### src/rtl/fetch_decode_buffer_pkg.sv
// Shared LC-3b types for the fetch/decode boundary: machine word, register index,
// buffered fetch entry and the all-zero BR NOP presented to decode when empty.
package lc3b_types;

    typedef logic [15:0] lc3b_word;
    typedef logic [2:0]  lc3b_reg;

    typedef struct packed {
        lc3b_word pc;
        lc3b_word instr;
    } lc3b_fetch_entry;

    localparam lc3b_word FDB_NOP = 16'h0000;

endpackage

### src/rtl/fetch_decode_buffer_storage.sv
// fdb_storage: DEPTH-entry register array of {pc, instr} with one write port,
// one combinational read port and asynchronous clear.
module fdb_storage
    import lc3b_types::*;
#(
    parameter  int DEPTH = 2,
    localparam int PTR_W = $clog2(DEPTH)
) (
    input  logic                  clk,
    input  logic                  reset,
    input  logic                  we,
    input  logic [PTR_W-1:0]      waddr,
    input  lc3b_fetch_entry       wdata,
    input  logic [PTR_W-1:0]      raddr,
    output lc3b_fetch_entry       rdata
);

    lc3b_fetch_entry mem [DEPTH];

    // NOTE: the array is small and decode must see zeros after reset, so every
    // entry is cleared; a large RAM would normally be left unreset instead.
    always_ff @(posedge clk or posedge reset) begin
        if (reset) begin
            for (int i = 0; i < DEPTH; i++) begin
                mem[i] <= '0;
            end
        end else if (we) begin
            mem[waddr] <= wdata;
        end
    end

    assign rdata = mem[raddr];

endmodule

### src/rtl/fetch_decode_buffer.sv
// Fetch-to-decode FIFO with valid/ready handshake, flush and register-field extraction.
// Optional same-cycle empty bypass is enabled by defining FETCH_DECODE_BYPASS_EN.
module fetch_decode_buffer
    import lc3b_types::*;
#(
    parameter  int DEPTH = 2,
    localparam int PTR_W = $clog2(DEPTH)
) (
    input  logic              clk,
    input  logic              reset,
    input  logic              in_valid,
    input  logic [15:0]       in_pc,
    input  logic [15:0]       in_instr,
    output logic              in_ready,
    input  logic              flush,
    output logic              out_valid,
    output logic [15:0]       out_pc,
    output logic [15:0]       out_instr,
    output logic [2:0]        out_dest,
    output logic [2:0]        out_src1,
    output logic [2:0]        out_src2,
    input  logic              out_ready,
    output logic [PTR_W:0]    count
);

    localparam logic [PTR_W:0] FULL_COUNT = (PTR_W + 1)'(DEPTH);

    logic [PTR_W-1:0] wr_ptr;
    logic [PTR_W-1:0] rd_ptr;
    logic [PTR_W:0]   occupancy;
    logic             stored_valid;
    logic             push;
    logic             pop;
    lc3b_fetch_entry  wr_entry;
    lc3b_fetch_entry  rd_entry;
    lc3b_fetch_entry  head;

    assign wr_entry     = '{pc: in_pc, instr: in_instr};
    assign stored_valid = (occupancy != '0);
    // in_ready depends only on registered occupancy, never on out_ready.
    assign in_ready     = (occupancy != FULL_COUNT);
    assign pop          = stored_valid & out_ready & ~flush;

`ifdef FETCH_DECODE_BYPASS_EN
    logic bypass;
    assign bypass = ~stored_valid & in_valid & ~flush;
    // A bypassed entry taken by decode in the same cycle is never written.
    assign push   = in_valid & in_ready & ~flush & ~(bypass & out_ready);
`else
    assign push   = in_valid & in_ready & ~flush;
`endif

    fdb_storage #(.DEPTH(DEPTH)) u_storage (
        .clk   (clk),
        .reset (reset),
        .we    (push),
        .waddr (wr_ptr),
        .wdata (wr_entry),
        .raddr (rd_ptr),
        .rdata (rd_entry)
    );

    // NOTE: sequential state uses non-blocking assignments so every register
    // samples the pre-edge values regardless of statement order.
    always_ff @(posedge clk or posedge reset) begin
        if (reset) begin
            wr_ptr    <= '0;
            rd_ptr    <= '0;
            occupancy <= '0;
        end else if (flush) begin
            wr_ptr    <= '0;
            rd_ptr    <= '0;
            occupancy <= '0;
        end else begin
            if (push) wr_ptr <= wr_ptr + 1'b1;
            if (pop)  rd_ptr <= rd_ptr + 1'b1;
            if (push && !pop)      occupancy <= occupancy + 1'b1;
            else if (pop && !push) occupancy <= occupancy - 1'b1;
        end
    end

    // NOTE: defaults first so every path assigns every output and no latch is inferred.
    always_comb begin
        out_valid = stored_valid;
        head      = stored_valid ? rd_entry : '{pc: FDB_NOP, instr: FDB_NOP};
`ifdef FETCH_DECODE_BYPASS_EN
        if (bypass) begin
            out_valid = 1'b1;
            head      = wr_entry;
        end
`endif
    end

    assign out_pc    = head.pc;
    assign out_instr = head.instr;
    assign out_dest  = head.instr[11:9];
    assign out_src1  = head.instr[8:6];
    assign out_src2  = head.instr[2:0];
    assign count     = occupancy;

endmodule

### config.mk
export PLATFORM = sky130hd
export DESIGN_NAME = fetch_decode_buffer
export DESIGN_NICKNAME = d
export VERILOG_FILES = /design/src/rtl/fetch_decode_buffer_pkg.sv /design/src/rtl/fetch_decode_buffer_storage.sv /design/src/rtl/fetch_decode_buffer.sv
export SDC_FILE = /design/constraint.sdc
export NUM_CORES = 1
export LEC_CHECK = 0
export ABC_AREA = 1
export CAP_MARGIN = 20
export CORE_MARGIN = 2
export CORE_UTILIZATION = 45
export CTS_BUF_LIST = sky130_fd_sc_hd__clkbuf_2 sky130_fd_sc_hd__clkbuf_4 sky130_fd_sc_hd__clkbuf_8
export DETAILED_ROUTE_END_ITERATION = 16
export PLACE_DENSITY_LB_ADDON = 0.08
export SKIP_CTS_REPAIR_TIMING = 1
export SLEW_MARGIN = 40
export SYNTH_ARGS = -nofsm -noshare
export SYNTH_HDL_FRONTEND = slang
export SYNTH_SLANG_ARGS = --single-unit
### constraint.sdc
create_clock -name clk -period 6.5 [get_ports clk]
set_clock_uncertainty 0.15 [all_clocks]
set_input_delay 1.95 -clock clk [delete_from_list [all_inputs] [get_ports clk]]
set_output_delay 1.95 -clock clk [all_outputs]
set_load 0.05 [all_outputs]
==> impl_metrics.json <==
{
  "run_status": "finished, final reports clean",
  "grt_util_all_layers_pct": 19.87,
  "dieArea_mm2": 0.007910,
  "multiInputGateArea_mm2": 0.001201,
  "synth_top_flop_cell": "dfrtp_1",
  "placed_cells": 545,
  "postSynthCellCount": 394,
  "post-route-min-period_ns": 4.893,
  "async_reset_ff_share_pct": 100.0,
  "viasPerCell": 4.816,
  "ant_nets": 0,
  "cts_tree": "built",
  "crit_slowest_cell": "clkdlybuf4s50_1",
  "clkLatencyLatePin_ns": 0.33,
  "seqCellArea_mm2": 0.001702,
  "drc": 0,
  "hpwlAfterDp_um": 4684,
  "rsz0062_at_grt": "false",
  "yosysMostFrequentCell": "nand2_1",
  "yosysWarningCount": 0,
  "synth_top_area_cell": "dfrtp_1",
  "root_buffer": "clkbuf_8",
  "post-place-ws_ns": 1.933,
  "drt-initial-drc-count": 145,
  "diodes": 0,
  "yosysSeqAreaShare_pct": 52.41,
  "cap_violations": 0,
  "die_h_um": 88.94,
  "grt_max_degree": 69,
  "synth_edf_count": 0,
  "num_rows": 30,
  "synth_area_mm2": 0.003247,
  "synth_top_cell_area_share_pct": 52.41,
  "cts_buffers": 9,
  "crit_arrival_ns": 2.79,
  "wl_per_cell_um": 12.99,
  "num_io_pins": 82,
  "dpl_cell_area_mm2": 0.004028,
  "hold_viol": 0,
  "grt_pass1_wl_um": 11980,
  "slew_violations": 0,
  "fin_setup_tns_ns": 0,
  "crit_top_cell": "buf_4",
  "yosys-top-cells-count": "145 x nand2_1, 68 x dfrtp_1, 38 x inv_1",
  "totalPowerFinal_mw": 1.728,
  "powerDensity_mw_per_mm2": 407.2,
  "fin_ws_ns": 1.607,
  "path_class": "reg -> out",
  "design_area_mm2": 0.004243,
  "fin_nets": 497,
  "path_max_fanout": 33,
  "h-tree-depth": 3,
  "ir_drop_v": 0.0001743,
  "path_cells": "buf_4 > clkinv_1 > buf_4 > nand2_1 > a21oi_1 > clkdlybuf4s50_1",
  "tightestPinTransition_ns": 0.7028,
  "yosys.cell_types.count": 20,
  "path_buf_inv": 4,
  "setup_violations": 0,
  "ys_ff_latch": 68,
  "leakagePower_nw": 1.999,
  "hp-class": "reg -> reg",
  "clk_path_buf_depth": 2,
  "final_util_pct": 61.43,
  "crit_required_ns": 4.40,
  "cp_top_family": "buffers and inverters",
  "clk_pin_slew_ns": 0.07,
  "grt_overflow_total": 0,
  "maxSlewHeadroom_pct": 53.15,
  "cp_slowest_stage_delay_ns": 0.72,
  "coreArea_mm2": 0.006907,
  "critPathCaptureType": "output pin",
  "die_w_um": 88.94,
  "port_buffers": 81,
  "grt_pass1_vias": 2617,
  "drive_above_1_share_pct": 11.21,
  "fin_cells": 560,
  "fill_cells": 666,
  "clock_sinks": 68,
  "antenna_found_initial": 0,
  "finalCritPeriodShare_pct": 75.27,
  "initial_core_util_pct": 47.01,
  "syn-num-nets": 431,
  "via_count": 2697,
  "worstSetupStartpointType": "flop",
  "finalWeightedCongestion": 0.8058,
  "area_growth_syn_to_layout_pct": 30.67,
  "firstDrtPassIters": 4,
  "whs_ns": 0.3321,
  "yosys-top-cells-area": "dfrtp_1 52%, nand2_1 17%, o21ai_2 6.2%, a21oi_1 5.2%, o21ai_0 5.1%",
  "routed_wl_um": 7273,
  "fmax_mhz": 204.4,
  "synth.avg_cell_area_um2": 8.241
}
==> cell type report <==
class | count | area share, %
clock buffer | 14 | 4.247
clock inverter | 1 | 0.7078
inverter | 40 | 3.539
multi-input combinational | 254 | 28.31
sequential | 68 | 40.11
tap | 96 | 2.831
timing repair buffer | 87 | 20.26
==> logic make-up after synthesis <==
logic type	count (synthesis)	synth area share (%)
AO/OA/AOI/OAI	100	18.19
buffers and inverters	72	10.83
flip-flops	68	52.41
AND/OR/NAND/NOR	154	18.57
==> flip-flops by register name, indices dropped and copies added, names as in the netlist <==
signal,count
u_storage.mem,64
rd_ptr,1
wr_ptr,1
count,2
==> worst min-delay path, stage by stage, from the launching register on <==
cell	delay, ns
dfrtp_1	0.34
nand2_1	0.06
o21ai_2	0.05
==> routing by layer <==
layer | vias to the layer above | routed length, um | GRT usage (%)
met5 | - | 0 | 0
met1 | 1263 | 3241 | 25.54
met3 | 7 | 353 | 4.617
met4 | 0 | 88 | 8.277
li1 | 1357 | - | -
met2 | 70 | 3590 | 32.56
==> power by group <==
group          internal (mW)  leakage (nW)  switching [mW]
Sequential             0.580         0.853          0.0883
Clock                  0.215         0.110           0.146
Combinational          0.242          1.04           0.456
==> final timing paths <==
path	end	depth (start not counted)	slack (ns)	start
setup / recovery	out_pc[11]	6	1.61	rd_ptr
setup reg to reg	rd_ptr	5	4.39	rd_ptr
hold / removal	u_storage.mem[43]	2	0.33	u_storage.mem[43]
max in group asynchronous	u_storage.mem[35]	3	3.84	reset
hold reg to reg	u_storage.mem[43]	2	0.33	u_storage.mem[43]
min in group asynchronous	u_storage.mem[44]	3	1.93	reset
==> cells in the final DEF, fill, tap and decap left out, types with 2 or more instances in the layout <==
| cell | instances |
|---|---|
| nand2_1 | 145 |
| clkdlybuf4s50_1 | 81 |
| dfrtp_1 | 68 |
| inv_1 | 37 |
| a21oi_1 | 34 |
| o21ai_0 | 33 |
| o21ai_2 | 23 |
| clkbuf_8 | 12 |
| o21ai_1 | 9 |
| buf_4 | 5 |
| inv_2 | 2 |
| nand3_2 | 2 |
| nand3_1 | 2 |
| nor2_1 | 2 |
| clkbuf_4 | 2 |
(Power assumes the default switching activity.)
